$ cat config.mk
export PLATFORM = sky130hd
export DESIGN_NAME = paddle_pos_ctrl
export DESIGN_NICKNAME = d
export VERILOG_FILES = /design/src/rtl/paddle_pos_ctrl.sv
export SDC_FILE = /design/constraint.sdc
export NUM_CORES = 1
export LEC_CHECK = 0
export BUFFER_PORTS_ARGS = -buffer_cell sky130_fd_sc_hd__buf_2
export CAP_MARGIN = 20
export CORE_ASPECT_RATIO = 1.25
export CORE_MARGIN = 3
export CORE_UTILIZATION = 45
export CTS_BUF_LIST = sky130_fd_sc_hd__clkbuf_4 sky130_fd_sc_hd__clkbuf_8 sky130_fd_sc_hd__clkbuf_16
export CTS_CLUSTER_DIAMETER = 60
export DETAILED_ROUTE_END_ITERATION = 12
export SKIP_CTS_REPAIR_TIMING = 1
export SYNTH_ARGS = -nofsm -noshare
export SYNTH_HDL_FRONTEND = slang
export SYNTH_SLANG_ARGS = --single-unit
$ cat constraint.sdc
create_clock -name clk -period 3 [get_ports clk]
set_input_delay 0.15 -clock clk [delete_from_list [all_inputs] [get_ports clk]]
set_output_delay 0.15 -clock clk [all_outputs]
set_load 0.1 [all_outputs]
$ cat src/rtl/paddle_pos_ctrl.sv
// Paddle position controller: synchronised, debounced left/right buttons step a clamped 3-bit position.
// Build option: define PADDLE_AUTOREPEAT_EN for hold-to-repeat; otherwise one step per debounced press.
module paddle_pos_ctrl #(
    parameter logic [15:0] DEBOUNCE_CYCLES = 16'd50000,
    parameter logic [23:0] REPEAT_DELAY    = 24'd5000000,
    parameter logic [23:0] REPEAT_RATE     = 24'd2500000,
    parameter logic [2:0]  POS_MAX         = 3'd5,
    parameter logic [2:0]  POS_RESET       = 3'd2
) (
    input  logic       clk,
    input  logic       rst_n,
    input  logic       btn_left,
    input  logic       btn_right,
    input  logic       enable,
    input  logic       center,
    output logic [2:0] pos,
    output logic       moved,
    output logic       at_edge
);

    localparam logic [1:0] IDLE   = 2'd0;
    localparam logic [1:0] HOLD   = 2'd1;
`ifdef PADDLE_AUTOREPEAT_EN
    localparam logic [1:0] REPEAT = 2'd2;
`endif

    if (DEBOUNCE_CYCLES == 16'd0 || REPEAT_DELAY == 24'd0 || REPEAT_RATE == 24'd0) begin : g_bad_params
        $error("paddle_pos_ctrl: DEBOUNCE_CYCLES, REPEAT_DELAY and REPEAT_RATE must be at least 1");
    end

    // Index 0 is the left button, index 1 the right button.
    logic [1:0]       btn_raw;
    logic [1:0]       sync1_q;
    logic [1:0]       sync2_q;
    logic [1:0]       deb_q;
    logic [1:0]       deb_d;
    logic [1:0][15:0] cnt_q;
    logic [1:0][15:0] cnt_d;

    logic       req_left;
    logic       req_right;
    logic       req_any;
    logic       same_req;
    logic       step;
    logic [1:0] state_q;
    logic [1:0] state_d;
    logic       dir_q;
    logic       dir_d;
    logic [2:0] pos_q;
    logic [2:0] pos_d;
    logic       moved_q;
    logic       moved_d;
`ifdef PADDLE_AUTOREPEAT_EN
    logic [23:0] timer_q;
    logic [23:0] timer_d;
`endif

    assign btn_raw = {btn_right, btn_left};

    always_comb begin
        deb_d = deb_q;
        cnt_d = '0;
        for (int i = 0; i < 2; i++) begin
            if (sync2_q[i] != deb_q[i]) begin
                if ({1'b0, cnt_q[i]} + 17'd1 == {1'b0, DEBOUNCE_CYCLES}) begin
                    deb_d[i] = ~deb_q[i];
                end else begin
                    cnt_d[i] = cnt_q[i] + 16'd1;
                end
            end
        end
    end

    assign req_left  = deb_q[0] & ~deb_q[1];
    assign req_right = deb_q[1] & ~deb_q[0];
    assign req_any   = req_left | req_right;
    assign same_req  = req_any & (req_right == dir_q);

    // The timer holds "cycles remaining minus one", so a step fires when it reads zero.
    always_comb begin
        state_d = state_q;
        dir_d   = dir_q;
        step    = 1'b0;
`ifdef PADDLE_AUTOREPEAT_EN
        timer_d = timer_q;
`endif
        if (enable && !center) begin
            case (state_q)
                IDLE: begin
                    if (req_any) begin
                        step    = 1'b1;
                        dir_d   = req_right;
                        state_d = HOLD;
`ifdef PADDLE_AUTOREPEAT_EN
                        timer_d = REPEAT_DELAY - 24'd1;
`endif
                    end
                end
                HOLD: begin
                    if (!same_req) begin
                        state_d = IDLE;
                    end
`ifdef PADDLE_AUTOREPEAT_EN
                    else if (timer_q == 24'd0) begin
                        step    = 1'b1;
                        timer_d = REPEAT_RATE - 24'd1;
                        state_d = REPEAT;
                    end else begin
                        timer_d = timer_q - 24'd1;
                    end
`endif
                end
`ifdef PADDLE_AUTOREPEAT_EN
                REPEAT: begin
                    if (!same_req) begin
                        state_d = IDLE;
                    end else if (timer_q == 24'd0) begin
                        step    = 1'b1;
                        timer_d = REPEAT_RATE - 24'd1;
                    end else begin
                        timer_d = timer_q - 24'd1;
                    end
                end
`endif
                default: state_d = IDLE;
            endcase
        end else begin
            state_d = IDLE;
        end
    end

    // center wins over a step; a clamped step leaves pos unchanged and so raises no moved.
    always_comb begin
        pos_d = pos_q;
        if (center) begin
            pos_d = POS_RESET;
        end else if (step) begin
            if (dir_d && pos_q < POS_MAX) begin
                pos_d = pos_q + 3'd1;
            end else if (!dir_d && pos_q != 3'd0) begin
                pos_d = pos_q - 3'd1;
            end
        end
        moved_d = (pos_d != pos_q);
    end

    always_ff @(posedge clk or negedge rst_n) begin
        if (!rst_n) begin
            sync1_q <= '0;
            sync2_q <= '0;
            deb_q   <= '0;
            cnt_q   <= '0;
            state_q <= IDLE;
            dir_q   <= 1'b0;
            pos_q   <= POS_RESET;
            moved_q <= 1'b0;
`ifdef PADDLE_AUTOREPEAT_EN
            timer_q <= '0;
`endif
        end else begin
            sync1_q <= btn_raw;
            sync2_q <= sync1_q;
            deb_q   <= deb_d;
            cnt_q   <= cnt_d;
            state_q <= state_d;
            dir_q   <= dir_d;
            pos_q   <= pos_d;
            moved_q <= moved_d;
`ifdef PADDLE_AUTOREPEAT_EN
            timer_q <= timer_d;
`endif
        end
    end

    assign pos     = pos_q;
    assign moved   = moved_q;
    assign at_edge = (pos_q == 3'd0) || (pos_q == POS_MAX);

endmodule

== Yosys cells after proc, flatten, opt, wreduce, memory -nomap -nowiden ==
Index checks and enable logic that the tools add are counted.
Storage, ports and cells
  flip-flop bits (word level): 45
  word-level logic and storage cells: 63
  input bits: 6
  output and inout bits: 5
Operators by class
  magnitude comparators: 1
  reduce and logical (&&, ||, !) cells: 12
  eq/ne operators: 10
  $add $sub $neg: 6
  bitwise operators: 6
  mux-type cells: 18
Operators with widths (count)
  $mux 16: 4
  $add 16x1->17 const B: 2
  $eq 17x16->1 const B: 2
  $add 16x1->16 const B: 2
  $mux 3: 4
  $mux 1: 6
  $mux 2: 3
  $ne 3x3->1 const B: 2
  $reduce_and 2->1: 3
  $pmux 2 s2: 1
  $add 3x1->3 const B: 1
  $and 1x1->1: 3
  $eq 3x3->1 const B: 1
  $logic_and 1x1->1: 3
  $logic_not 3->1: 1
  $lt 3x3->1 const B: 1
  $ne 3x3->1: 1
  $reduce_bool 3->1: 1
  $sub 3x1->3 const B: 1
  $eq 2x1->1 const B: 1
  $logic_not 1->1: 2
  $logic_not 2->1: 1
  $ne 1x1->1: 2
  $not 1->1: 2
  3 further kinds: 3

== Longest topological paths before layout ==
  word-level depth: 13
  depth in mapped cells: 9
  depth with buffers taken out: 8

== Worst setup path before layout ==
No wires, ideal clock.
  kind: register -> register
  start: reg pos_q[0], in the netlist pos[0]
  end: reg moved_q, in the netlist moved
  setup time: 0.151 ns
  clock period less this slack: 2.338 ns
  buffers on the path: 0
  data required time: 2.849 ns
  arrival time: 2.187 ns
  stages on the path, launching flop included: 7
  slack: 0.662 ns
  cell sequence: dfrtp_1 -> inv_1 -> ha_1 -> a211o_1 -> a21boi_0 -> o21bai_1 -> o211ai_1
On the way
  word-level cells in the longest chain between the ends: 7
  elaborated cells on any way between the ends: 11
  classes of those cells: add/sub: 2; order compare: 1; eq/ne: 1; mux: 4; reduce/logical: 3
Ends and longest elaborated chain
  from (decl): line 49  | logic [2:0] pos_q;
  from (signal assigned): line 167  | pos_q <= pos_d;
  parallel branches: the longest is 6 deep, another holds $sub 3x1->3
  $ne 3x3->1 *: line 144  | moved_d = (pos_d != pos_q);
  named net moved_d: line 52  | logic moved_d;
  to (signal assigned): line 168  | moved_q <= moved_d;
  to (decl): line 51  | logic moved_q;
Mark *: on every way through the listed nets, which the timed path passes.
A chain may end at the register's enable or synchronous reset.

==> parameters.txt <==
Parameter                              Value

Finish
  Fillers ... 508
  Ant. Diodes ... 0
  Share of cells above drive strength 1 ... 14.8%
  Post-Layout Cell Count ... 332
  Total area of sequential cells ... 1100 um2
  Final non-filler cell area ... 2740 um2
  # nets final ... 282
  Area occupied by multi-input gates ... 1340 um2
  Area added between synthesis and finish ... 8.43%

Clock network
  Worst skew pair latency ... 0.29 ns
  Clock edge transition at the registers on the reported setup and hold paths ... 0.08 ns
  Number of clock buffers inserted by TritonCTS ... 5
  Number of levels in the clock H-tree ... 2
  TritonCTS Sinks ... 44
  Maximum clock path buffer count ... 2
  Clock tree root buffer cell ... clkbuf_8
  Clock tree from TritonCTS ... built

Floorplan
  Die area ... 6550 um2
  Effective utilization at floorplan ... 48.0%
  Die Wd ... 73.0 um
  Die extent in y ... 89.7 um
  Placeable core region ... 5260 um2
  Std-Cell Rows ... 29
  I/O pins ... 11

Power and ir drop
  Power Dens Cells ... 385 nW/um2
  Worst vdd rail ir drop ... 0.266 mV
  Total leakage power ... 1.15 nW
  Total Power Consumption ... 1.05 mW

Setup path
  Crit path required time ... 3.18 ns
  Slack of the worst reg-to-reg path ... 0.58 ns
  R2R cell count ... 7
  Slowest-stage cell, CP ... dfrtp_1
  Cell breakdown of the critical path ... nand3_1 > nor3_1 > mux2i_1 > nand3_1 > o41ai_4 > buf_4 > nor2_1
  Critical-path maximum fanout ... 12
  Worst Setup Path Type ... reg2reg
  Worst r2r src ... cnt_q[18]$_DFF_PN0_
  Capturing point of the worst reg2reg path ... cnt_q[18]$_DFF_PN0_
  Crit path launch type ... register
  Crit-path max cell delay ... 0.45 ns
  Element type at the critical path end ... register
  Data arrival time of the worst path ... 2.61 ns
  Worst path most repeated cell ... nand3_1

Placed design
  Number of cells in the design after placement ... 322
  Placed cell area ... 2620 um2
  Buffers added on ports ... 10
  Placer congestion estimate ... 0.809
  Detailed placer's ending HPWL ... 3280 um

Global routing
  Maximum number of pins on one net before global-route repair ... 45
  GR Util All Layers ... 15.0%
  Grt total ovfl ... 0
  Number of antenna violations at the first check in global routing ... 0
  Via count of the first global-routing pass ... 1,819
  Wire length of the first global-routing pass ... 8000 um

Timing
  Final clock skew ... 0.00772 ns
  Number of failing hold endpoints at the final stage ... 0
  Rel. slew slack ... 35.8%
  RSZ-0062 raised after global routing ... no
  Total Neg Setup Slack ... 0 ns
  Clock period minus worst slack ... 2.42 ns
  Least-Margin Pin Slew ... 0.963 ns
  Final worst-path cycle share ... 80.8%
  Endpoints failing setup ... 0
  Timing-limited maximum frequency ... 413 MHz
  Max Slew Vio Count ... 0

Routing
  Vias post-DR ... 1,819
  Overall routed net length ... 4520 um
  Antenna Nets Post-Route ... 0
  Residual DRC count ... 0
  Initial detailed-routing violation count ... 58
  Average vias per placed instance ... 5.48
  Post-DR wirelength/cell ... 13.6 um
  Number of detailed-route iterations in the first pass ... 4

Synthesis
  Yosys synthesis warning count ... 0
  Unique cell type count in the Yosys netlist ... 54
  Asr flop ratio synth ... 100%
  Net count of the mapped netlist ... 270
  Number of flops mapped to enable cells by yosys ... 0
  Post-synthesis instance area ... 2520 um2
  Top FF cell, synth ... dfrtp_1
  Post-synthesis average cell area ... 9.82 um2
  Synth Instances ... 257
  Sequential share of the synthesized area ... 43.7%
  Synthesis-stage register bit count ... 44

Flow run
  Max-cap violations ... 0

Hold path
  Min-Delay Path Class ... in2async

Status
  Result of the run ... finished clean
## sequential cells by signal, indices dropped and copies added (netlist names)
signal	count
cnt_q	32
pos	3
deb_q	2
sync1_q	2
sync2_q	2
dir_q	1
moved	1
state_q	1
## per-layer routing
metal	vias to the layer above	GRT usage (%)	routed length [um]
li1	918	-	-
met1	867	18.9	2030
met2	23	24.1	2270
met3	11	2.79	103
met4	0	7.38	114
met5	-	0	0
## layout by cell type, fill, tap and decap left out, types with 3 or more instances in the layout
cell | netlist | routed
clkbuf_8 | 0 | 6
and3_1 | 3 | 3
nand4_1 | 7 | 7
inv_1 | 11 | 11
nor2_2 | 10 | 10
nor3_1 | 4 | 4
dfrtp_1 | 43 | 43
mux2i_1 | 3 | 3
nor2_1 | 33 | 33
a21oi_1 | 5 | 5
xnor2_1 | 19 | 19
nand2_1 | 17 | 17
nor4_1 | 6 | 6
nand3_1 | 14 | 14
nand2b_1 | 4 | 4
buf_2 | 2 | 10
ha_1 | 7 | 7
xor2_1 | 15 | 15
## worst max-delay path: cells and delay by family (launching register included)
kind                   cells  cell delay (ns)
and+or+nand+nor            4             0.99
muxes                      1             0.24
DFF                        1             0.45
AOI/OAI and AO/OA          1             0.36
buffers and inverters      1             0.28
## how the worst max path moves through the flow
stage                                    from             endpoint  slack [ns]  depth (start not counted)
after floorplan              pos[0]$_DFF_PN0_      moved$_DFF_PN0_        0.66                          6
after global placement    cnt_q[19]$_DFF_PN0_  cnt_q[31]$_DFF_PN0_        0.61                          7
after detailed placement  cnt_q[18]$_DFF_PN0_  cnt_q[18]$_DFF_PN0_        0.57                          7
after CTS                 cnt_q[18]$_DFF_PN0_  cnt_q[18]$_DFF_PN0_        0.56                          7
after global routing      cnt_q[18]$_DFF_PN0_  cnt_q[18]$_DFF_PN0_        0.39                          7
final                     cnt_q[18]$_DFF_PN0_  cnt_q[18]$_DFF_PN0_        0.58                          7
## logic make-up (layout without fill, tap and decap cells)
logic type               after synthesis  in the layout  synth area share [%]
XOR/XNOR                              34             34                  11.8
flip-flops                            44             44                  43.7
AND/OR/NAND/NOR                      116            116                  25.7
AO/OA/AOI/OAI                         30             30                  9.12
adder cells (fa/ha/maj)                7              7                  3.47
buffers and inverters                 19             32                  3.22
multiplexers                           7              7                  2.97
## stage by stage
| step | setup WS, ns | utilization, % | hold slack [ns] |
|---|---|---|---|
| final | 0.576 | 52.0 | 0.00818 |
| after global routing | 0.388 | 52.0 | 0.0704 |
| after CTS | 0.556 | 51.6 | -0.0590 |
| after detailed placement | 0.566 | 49.8 | 0.259 |
| after global placement | 0.609 | 49.8 | 0.258 |
| after floorplan | 0.662 | - | -0.146 |
## final cells by class
class | count | share of cell area, %
clock buffers | 7 | 3.29
clock inverters | 1 | 0.274
inverters | 11 | 1.51
multi-input cells | 194 | 49.0
flip-flops and latches | 44 | 40.3
well taps | 62 | 2.83
repair buffers | 13 | 2.83
## report_power, final
part           leakage (nW)  internal (mW)  total (mW)  switching (mW)
clock network        0.0479          0.196       0.394           0.198
logic                 0.501         0.0160      0.0485          0.0325
registers             0.597          0.602       0.611         0.00941
total                  1.15          0.814        1.05           0.240
## Yosys cell counts (3+ instances only)
cell type / n / area [um2]
nor2_1: 33 / 124
nand3_1: 14 / 70.1
a21oi_1: 5 / 25.0
nand2b_1: 4 / 25.0
nor2_2: 10 / 62.6
ha_1: 7 / 87.6
nand2_1: 17 / 63.8
xor2_1: 15 / 131
clkbuf_1: 5 / 18.8
mux2i_1: 3 / 30.0
inv_1: 11 / 41.3
and3_1: 3 / 18.8
nor3_1: 4 / 20.0
dfrtp_1: 43 / 1080
nand4_1: 7 / 43.8
nor4_1: 6 / 37.5
xnor2_1: 19 / 166
(Power assumes the default switching activity.)
